File: src/rtl/irq_pkg.sv
// Shared definitions for the interrupt controller: FSM encodings, default source
// count and the one-hot to binary encoder used to form the cause index.
package irq_pkg;

    localparam int IRQ_N_DEFAULT = 32;
    // Upper bound on the source count that the encoder below can handle.
    localparam int IRQ_MAX_N     = 256;

    typedef enum logic [1:0] {
        IDLE    = 2'd0,
        REQ     = 2'd1,
        SERVICE = 2'd2
    } irq_state_e;

    function automatic int unsigned irq_onehot2bin(input logic [IRQ_MAX_N-1:0] oh);
        int unsigned idx;
        idx = 0;
        for (int i = 0; i < IRQ_MAX_N; i++) begin
            if (oh[i]) begin
                idx = idx | unsigned'(i);
            end
        end
        return idx;
    endfunction

endpackage

File: src/rtl/irq_controller_pp_or.sv
// Log-depth prefix-OR network: y_o[i] = |x_i[i:0], so bit 0 dominates.
module pp_or #(
    parameter int N = 32
) (
    input  logic [N-1:0] x_i,
    output logic [N-1:0] y_o
);

    localparam int LVLS = $clog2(N);

    logic [N-1:0] lvl [0:LVLS];

    assign lvl[0] = x_i;

    // Each level folds in the partial result from 2^k positions lower.
    for (genvar k = 0; k < LVLS; k++) begin : g_lvl
        assign lvl[k+1] = lvl[k] | (lvl[k] << (1 << k));
    end

    assign y_o = lvl[LVLS];

endmodule

File: src/rtl/irq_controller.sv
// Interrupt sequencer: pending/mask registers, priority select and a REQ/ack/eret
// FSM that holds the cause stable. Define IRQ_EDGE_TRIGGER_EN for edge-sensitive sources.
module irq_controller
    import irq_pkg::*;
#(
    parameter int N  = IRQ_N_DEFAULT,
    parameter int CW = $clog2(N)
) (
    input  logic          clk,
    input  logic          reset,
    input  logic [N-1:0]  irq_in,
    input  logic          mask_we,
    input  logic [N-1:0]  mask_wdata,
    input  logic          int_ack,
    input  logic          eret,
    output logic          int_req,
    output logic [CW-1:0] int_cause,
    output logic          in_service,
    output logic [N-1:0]  int_pending
);

    irq_state_e          state_q, state_d;
    logic [N-1:0]        pending_q, pending_d;
    logic [N-1:0]        mask_q, mask_d;
    logic [CW-1:0]       cause_q, cause_d;

    logic [N-1:0]         active;
    logic [N-1:0]         prefix;
    logic [N-1:0]         onehot;
    logic [IRQ_MAX_N-1:0] onehot_ext;
    logic [CW-1:0]        cause_sel;

    assign active = pending_q & mask_q;

    pp_or #(.N(N)) u_pp_or (
        .x_i (active),
        .y_o (prefix)
    );

    // Lowest-index active source survives; everything above it is cancelled.
    assign onehot = prefix & ~(prefix << 1);

    always_comb begin
        onehot_ext        = '0;
        onehot_ext[N-1:0] = onehot;
    end

    assign cause_sel = CW'(irq_onehot2bin(onehot_ext));

`ifdef IRQ_EDGE_TRIGGER_EN
    logic [N-1:0] irq_prev_q;
    logic [N-1:0] clr_vec;

    // A fresh rising edge in the acknowledge cycle re-arms the bit (set beats clear).
    always_comb begin
        clr_vec = '0;
        if (state_q == REQ && int_ack) begin
            clr_vec[cause_q] = 1'b1;
        end
        pending_d = (pending_q & ~clr_vec) | (irq_in & ~irq_prev_q);
    end

    always_ff @(posedge clk) begin
        if (reset) begin
            irq_prev_q <= '0;
        end else begin
            irq_prev_q <= irq_in;
        end
    end
`else
    always_comb begin
        pending_d = irq_in;
    end
`endif

    always_comb begin
        mask_d = mask_we ? mask_wdata : mask_q;
    end

    always_comb begin
        state_d    = state_q;
        cause_d    = cause_q;
        int_req    = 1'b0;
        in_service = 1'b0;
        case (state_q)
            IDLE: begin
                if (|active) begin
                    state_d = REQ;
                    cause_d = cause_sel;
                end
            end
            REQ: begin
                int_req = 1'b1;
                if (int_ack) begin
                    state_d = SERVICE;
                end
            end
            SERVICE: begin
                in_service = 1'b1;
                if (eret) begin
                    state_d = IDLE;
                end
            end
            default: begin
                state_d = IDLE;
            end
        endcase
    end

    always_ff @(posedge clk) begin
        if (reset) begin
            state_q   <= IDLE;
            pending_q <= '0;
            mask_q    <= '0;
            cause_q   <= '0;
        end else begin
            state_q   <= state_d;
            pending_q <= pending_d;
            mask_q    <= mask_d;
            cause_q   <= cause_d;
        end
    end

    assign int_cause   = cause_q;
    assign int_pending = active;

endmodule
File: config.mk
export PLATFORM = sky130hd
export DESIGN_NAME = irq_controller
export DESIGN_NICKNAME = d
export VERILOG_FILES = /design/src/rtl/irq_pkg.sv /design/src/rtl/irq_controller_pp_or.sv /design/src/rtl/irq_controller.sv
export SDC_FILE = /design/constraint.sdc
export NUM_CORES = 1
export LEC_CHECK = 0
export ABC_AREA = 1
export CAP_MARGIN = 10
export CORE_MARGIN = 1.5
export CORE_UTILIZATION = 50
export DETAILED_ROUTE_END_ITERATION = 10
export GPL_TIMING_DRIVEN = 0
export PLACE_DENSITY = 0.86
export SYNTH_ARGS = -nofsm -noshare
export SYNTH_HDL_FRONTEND = slang
export SYNTH_SLANG_ARGS = --single-unit
File: constraint.sdc
create_clock -name clk -period 3.3 [get_ports clk]
set_input_delay 0.99 -clock clk [delete_from_list [all_inputs] [get_ports clk]]
set_output_delay 0.99 -clock clk [all_outputs]
set_load 0.1 [all_outputs]
### Yosys cells after proc, flatten, opt, wreduce, memory -nomap -nowiden

Cells that the tools add are included.

* output and inout port bits: 39
* bits in registers: 71
* bits in latches: 0
* memory bits (read-only): 0
* input port bits: 69
* RAM bits: 0
* memories kept: 0

* shifts and indexed selects: 0
* $add $sub $neg: 0
* equal/unequal tests: 5
* bitwise operators: 8
* $mul: 0
* mux-type cells: 42
* div/mod/pow operators: 0
* reduce and logical (&&, ||, !) cells: 4
* order comparisons: 0

Operators with widths (count)
* 32-bit OR: 5
* 5-bit two-way mux: 18
* 32-bit bitwise AND: 2
* 4-bit two-way mux: 8
* 32-bit NOT: 1
* 32-bit OR reduction: 1
* 2-bit two-way mux: 8
* 3-bit two-way mux: 4
* 2-bit inequality test (second input constant): 3
* 2-bit one-hot mux with 3 select lines: 1
* 1-bit two-way mux: 3
* 3-bit AND reduction: 1
* 2-bit by 1-bit equality test with 1-bit output (second input constant): 1
* 2-bit equality test (second input constant): 1
* 2-bit zero test: 1
* 2-bit AND reduction: 1

### Depth between registers and ports, before layout

* depth after elaboration: 41
* depth in mapped cells: 14

### Cells and area by module

From an unflattened synthesis, not the netlist that was laid out.

* cells, all modules: 626
* area, all modules: 3706.1 um^2

By module, submodules not included
* irq_controller: area an instance 2995.4 um^2, times used 1, seq. area each 1421.4 um^2, cells an instance 459
* pp_or: area an instance 710.7 um^2, times used 1, seq. area each 0.0 um^2, cells an instance 167

### Worst setup path before layout

OpenSTA, ideal clock, no wires.

* kind: register to output
* start point: register state_q[0]
* end point: output port int_req
* arrival time: 1.679 ns
* data required time: 2.310 ns
* stages on the path, launching flop included: 3
* setup slack: 0.631 ns
* cell sequence: dfxtp_1 -> inv_1 -> nor2_1

* longest elaborated chain between the ends: 2

Ends and longest elaborated chain
* from (decl): RTL line irq_controller.sv:22 `irq_state_e state_q, state_d;`
* from (signal assigned): RTL line irq_controller.sv:117 `state_q <= state_d;`
* 2-bit by 1-bit equality test with 1-bit output: RTL line irq_controller.sv:85 `case (state_q)`
* 1-bit two-way mux: RTL line irq_controller.sv:85
* to (decl): RTL line irq_controller.sv:16 `output logic int_req,`

Every way passes these cells.

### Final worst setup path

Same ends and word-level chain as after synthesis.

==> impl_metrics.env <==
export IMPL_floorplan_die_width_um=87.9
export IMPL_critPathRequiredTime_ns=2.31
export IMPL_cts_hold_buffers_added=0
export IMPL_vias=3826
export IMPL_final_period_utilization_pct=92.8
export IMPL_min_path_type="reg2reg"
export IMPL_dieHeight_um=87.9
export IMPL_ys_warnings_count=0
export IMPL_setup_tns_ns=0
export IMPL_boundaryPins=108
export IMPL_reg2reg_depth=12
export IMPL_insertedDiodeCount=0
export IMPL_drt_antenna_violating_nets=0
export IMPL_synth_top_area_share_pct=39.4
export IMPL_via_count_of_the_first_global_routing_pass=3745
export IMPL_leakage_nw=2.82
export IMPL_relSlewSlack_pct=32.9
export IMPL_dp_hpwl_um=7620
export IMPL_slew_violations=0
export IMPL_worstHoldPathCells=2
export IMPL_critPathMaxFanout=3
export IMPL_start_util_pct=52.5
export IMPL_power_ir_vdd_worst_uv=259
export IMPL_syn_avg_cell_area_sq_um=6.08
export IMPL_root_buffer="clkbuf_8"
export IMPL_placed_cells=795
export IMPL_finalCriticalPeriod_ns=3.06
export IMPL_synth_top_cells_by_area="dfxtp_1, nor2_1, nand2_1, inv_1, o21ai_0"
export IMPL_instances_no_fill=811
export IMPL_final_hold_violation_count=0
export IMPL_placeableCoreArea_sq_um=6870
export IMPL_finalClockSkew_ns=0.00588
export IMPL_fp_row_count=30
export IMPL_fp_dieArea_sq_um=7730
export IMPL_cts_path_max_buffers=2
export IMPL_rsz0062_at_grt="no"
export IMPL_cts_repair_resize_count=0
export IMPL_syn_nets=662
export IMPL_power_density_nw_per_um2=491
export IMPL_drive_gt1_share_pct=6.99
export IMPL_yosys_area_top_type="dfxtp_1"
export IMPL_max_freq_ghz=0.327
export IMPL_tritoncts="yes"
export IMPL_wirelength_um=9910
export IMPL_outcome="complete, no violations"
export IMPL_drt_pass1_iter_count=6
export IMPL_setup_worst_path_class="reg2out"
export IMPL_area_growth_syn_to_layout_pct=38.5
export IMPL_post_cts_repair_timing_setup_buffer_count=0
export IMPL_antenna_found_initial=0
export IMPL_grt_max_degree=14
export IMPL_setup_worst_path_start_class="register"
export IMPL_cts_sinks=71
export IMPL_timing_final_setup_violations=0
export IMPL_global_placement_routability_congestion=0.981
export IMPL_synth_cell_type_count=22
export IMPL_cts_made_buffers=9
export IMPL_final_routed_wire_length_divided_by_cell_count_um=12.2
export IMPL_first_iter_violations=212
export IMPL_yosysSeqAreaShare_pct=39.4
export IMPL_post_drt_via_cell_ratio=4.72
export IMPL_crit_path_end_kind="primary output"
export IMPL_clkTransAtPathRegs_ns=0.08
export IMPL_reg2reg_setup_slack_ns=1.55
export IMPL_endpoint_arrival_time_on_the_critical_path_ns=2.07
export IMPL_synthesis_area_sq_um=3610
export IMPL_ys_ff_latch=71
export IMPL_total_global_routing_track_utilization_pct=27.3
export IMPL_worst_slew_pin_transition_ns=1.00
export IMPL_overflow=0
export IMPL_drcViolationCount=0
export IMPL_port_buffers=106
export IMPL_insertion_delay_ns=0.35
export IMPL_final_fill_count=589
export IMPL_drv_cap=0
export IMPL_num_nets_final=779
export IMPL_htree_levels=3
export IMPL_wire_length_of_the_first_global_routing_pass_um=16400
export IMPL_synthesized_instance_count=593
## logic make-up (layout without fill, tap and decap cells)
family,Yosys count,count (layout),share of synthesized area (%)
AO/OA/AOI/OAI,43,43,6.04
buffers and inverters,129,251,13.4
flip-flops,71,71,39.4
AND/OR/NAND/NOR,350,350,41.1
## Yosys cell counts
cell type,instances
nor2_1,164
nand2_1,133
inv_1,111
dfxtp_1,71
o21ai_0,38
nand3_1,20
clkbuf_1,12
nand2_2,11
nor2_2,7
inv_2,4
nand2_4,4
a21oi_1,3
nand3_2,3
nor2_4,3
nor3_1,2
a22oi_1,1
buf_1,1
clkinv_1,1
nor2_8,1
nor3_2,1
nor3b_1,1
o21ai_1,1
## path summary, 6_finish.rpt
check,startpoint,endpoint
setup reg to reg,pending_q[25],int_cause[4]
hold / removal,mask_q[17],mask_q[17]
hold reg to reg,mask_q[17],mask_q[17]
setup / recovery,state_q[0],int_req
## power by group
| group | switching [mW] | internal, mW |
|---|---|---|
| logic | 0.527 | 0.259 |
| registers | 0.0278 | 0.919 |
| clock network | 0.347 | 0.374 |
## stage by stage
stage	setup slack [ns]	total power [mW]	hold slack [ns]	utilization [%]	instance area, sq um
6_report	0.239	2.45	0.509	72.7	4990
3_5_place_dp	0.617	1.74	0.485	69.7	4790
5_1_grt	0.160	2.59	0.540	72.7	4990
3_3_place_gp	0.629	1.73	0.475	69.7	4790
2_1_floorplan	0.631	1.52	0.463	-	3610
4_1_cts	0.227	2.45	0.504	72.7	4990
## per-layer routing
layer  wire length (um)  up-vias  global-route usage, %
li1                   -     1977                      -
met1               4430     1727                   32.8
met2               4890      111                   48.4
met3                464       11                   5.56
met4                127        0                   9.09
met5                  0        -                      0
## layout by cell type, fill, tap and decap left out
| master | netlist | final |
|---|---|---|
| a21oi_1 | 3 | 3 |
| a22oi_1 | 1 | 1 |
| buf_1 | 1 | 1 |
| bufinv_16 | 0 | 1 |
| clkbuf_1 | 12 | 12 |
| clkbuf_8 | 0 | 10 |
| clkdlybuf4s50_1 | 0 | 106 |
| clkinv_1 | 1 | 1 |
| clkinv_2 | 0 | 1 |
| clkinv_4 | 0 | 2 |
| clkinvlp_4 | 0 | 1 |
| dfxtp_1 | 71 | 71 |
| inv_1 | 111 | 111 |
| inv_2 | 4 | 4 |
| inv_6 | 0 | 1 |
| nand2_1 | 133 | 133 |
| nand2_2 | 11 | 11 |
| nand2_4 | 4 | 4 |
| nand3_1 | 20 | 20 |
| nand3_2 | 3 | 3 |
| nor2_1 | 164 | 164 |
| nor2_2 | 7 | 7 |
| nor2_4 | 3 | 3 |
| nor2_8 | 1 | 1 |
| nor3_1 | 2 | 2 |
| nor3_2 | 1 | 1 |
| nor3b_1 | 1 | 1 |
| o21ai_0 | 38 | 38 |
| o21ai_1 | 1 | 1 |
## area by class of cell
class / count / area, sq um / share of cell area [%]
multi-input combinational: 393 / 1700 / 34.1
sequential: 71 / 1420 / 28.5
timing repair buffer: 106 / 1060 / 21.2
inverter: 116 / 435 / 8.72
clock buffer: 10 / 138 / 2.76
tap: 96 / 120 / 2.40
clock inverter: 6 / 68.8 / 1.38
buffer: 13 / 48.8 / 0.977
## worst max-delay path, cell delays in order (launching register included)
cell,delay [ns]
dfxtp_1,0.36
inv_1,0.05
nor2_1,0.15
clkdlybuf4s50_1,1.17
## flip-flops by register name, summed over array words and instances, names as in the netlist
register and count:
mask_q 32, pending_q 32, int_cause 5, state_q 2
Power figures use the tool's default switching activity.
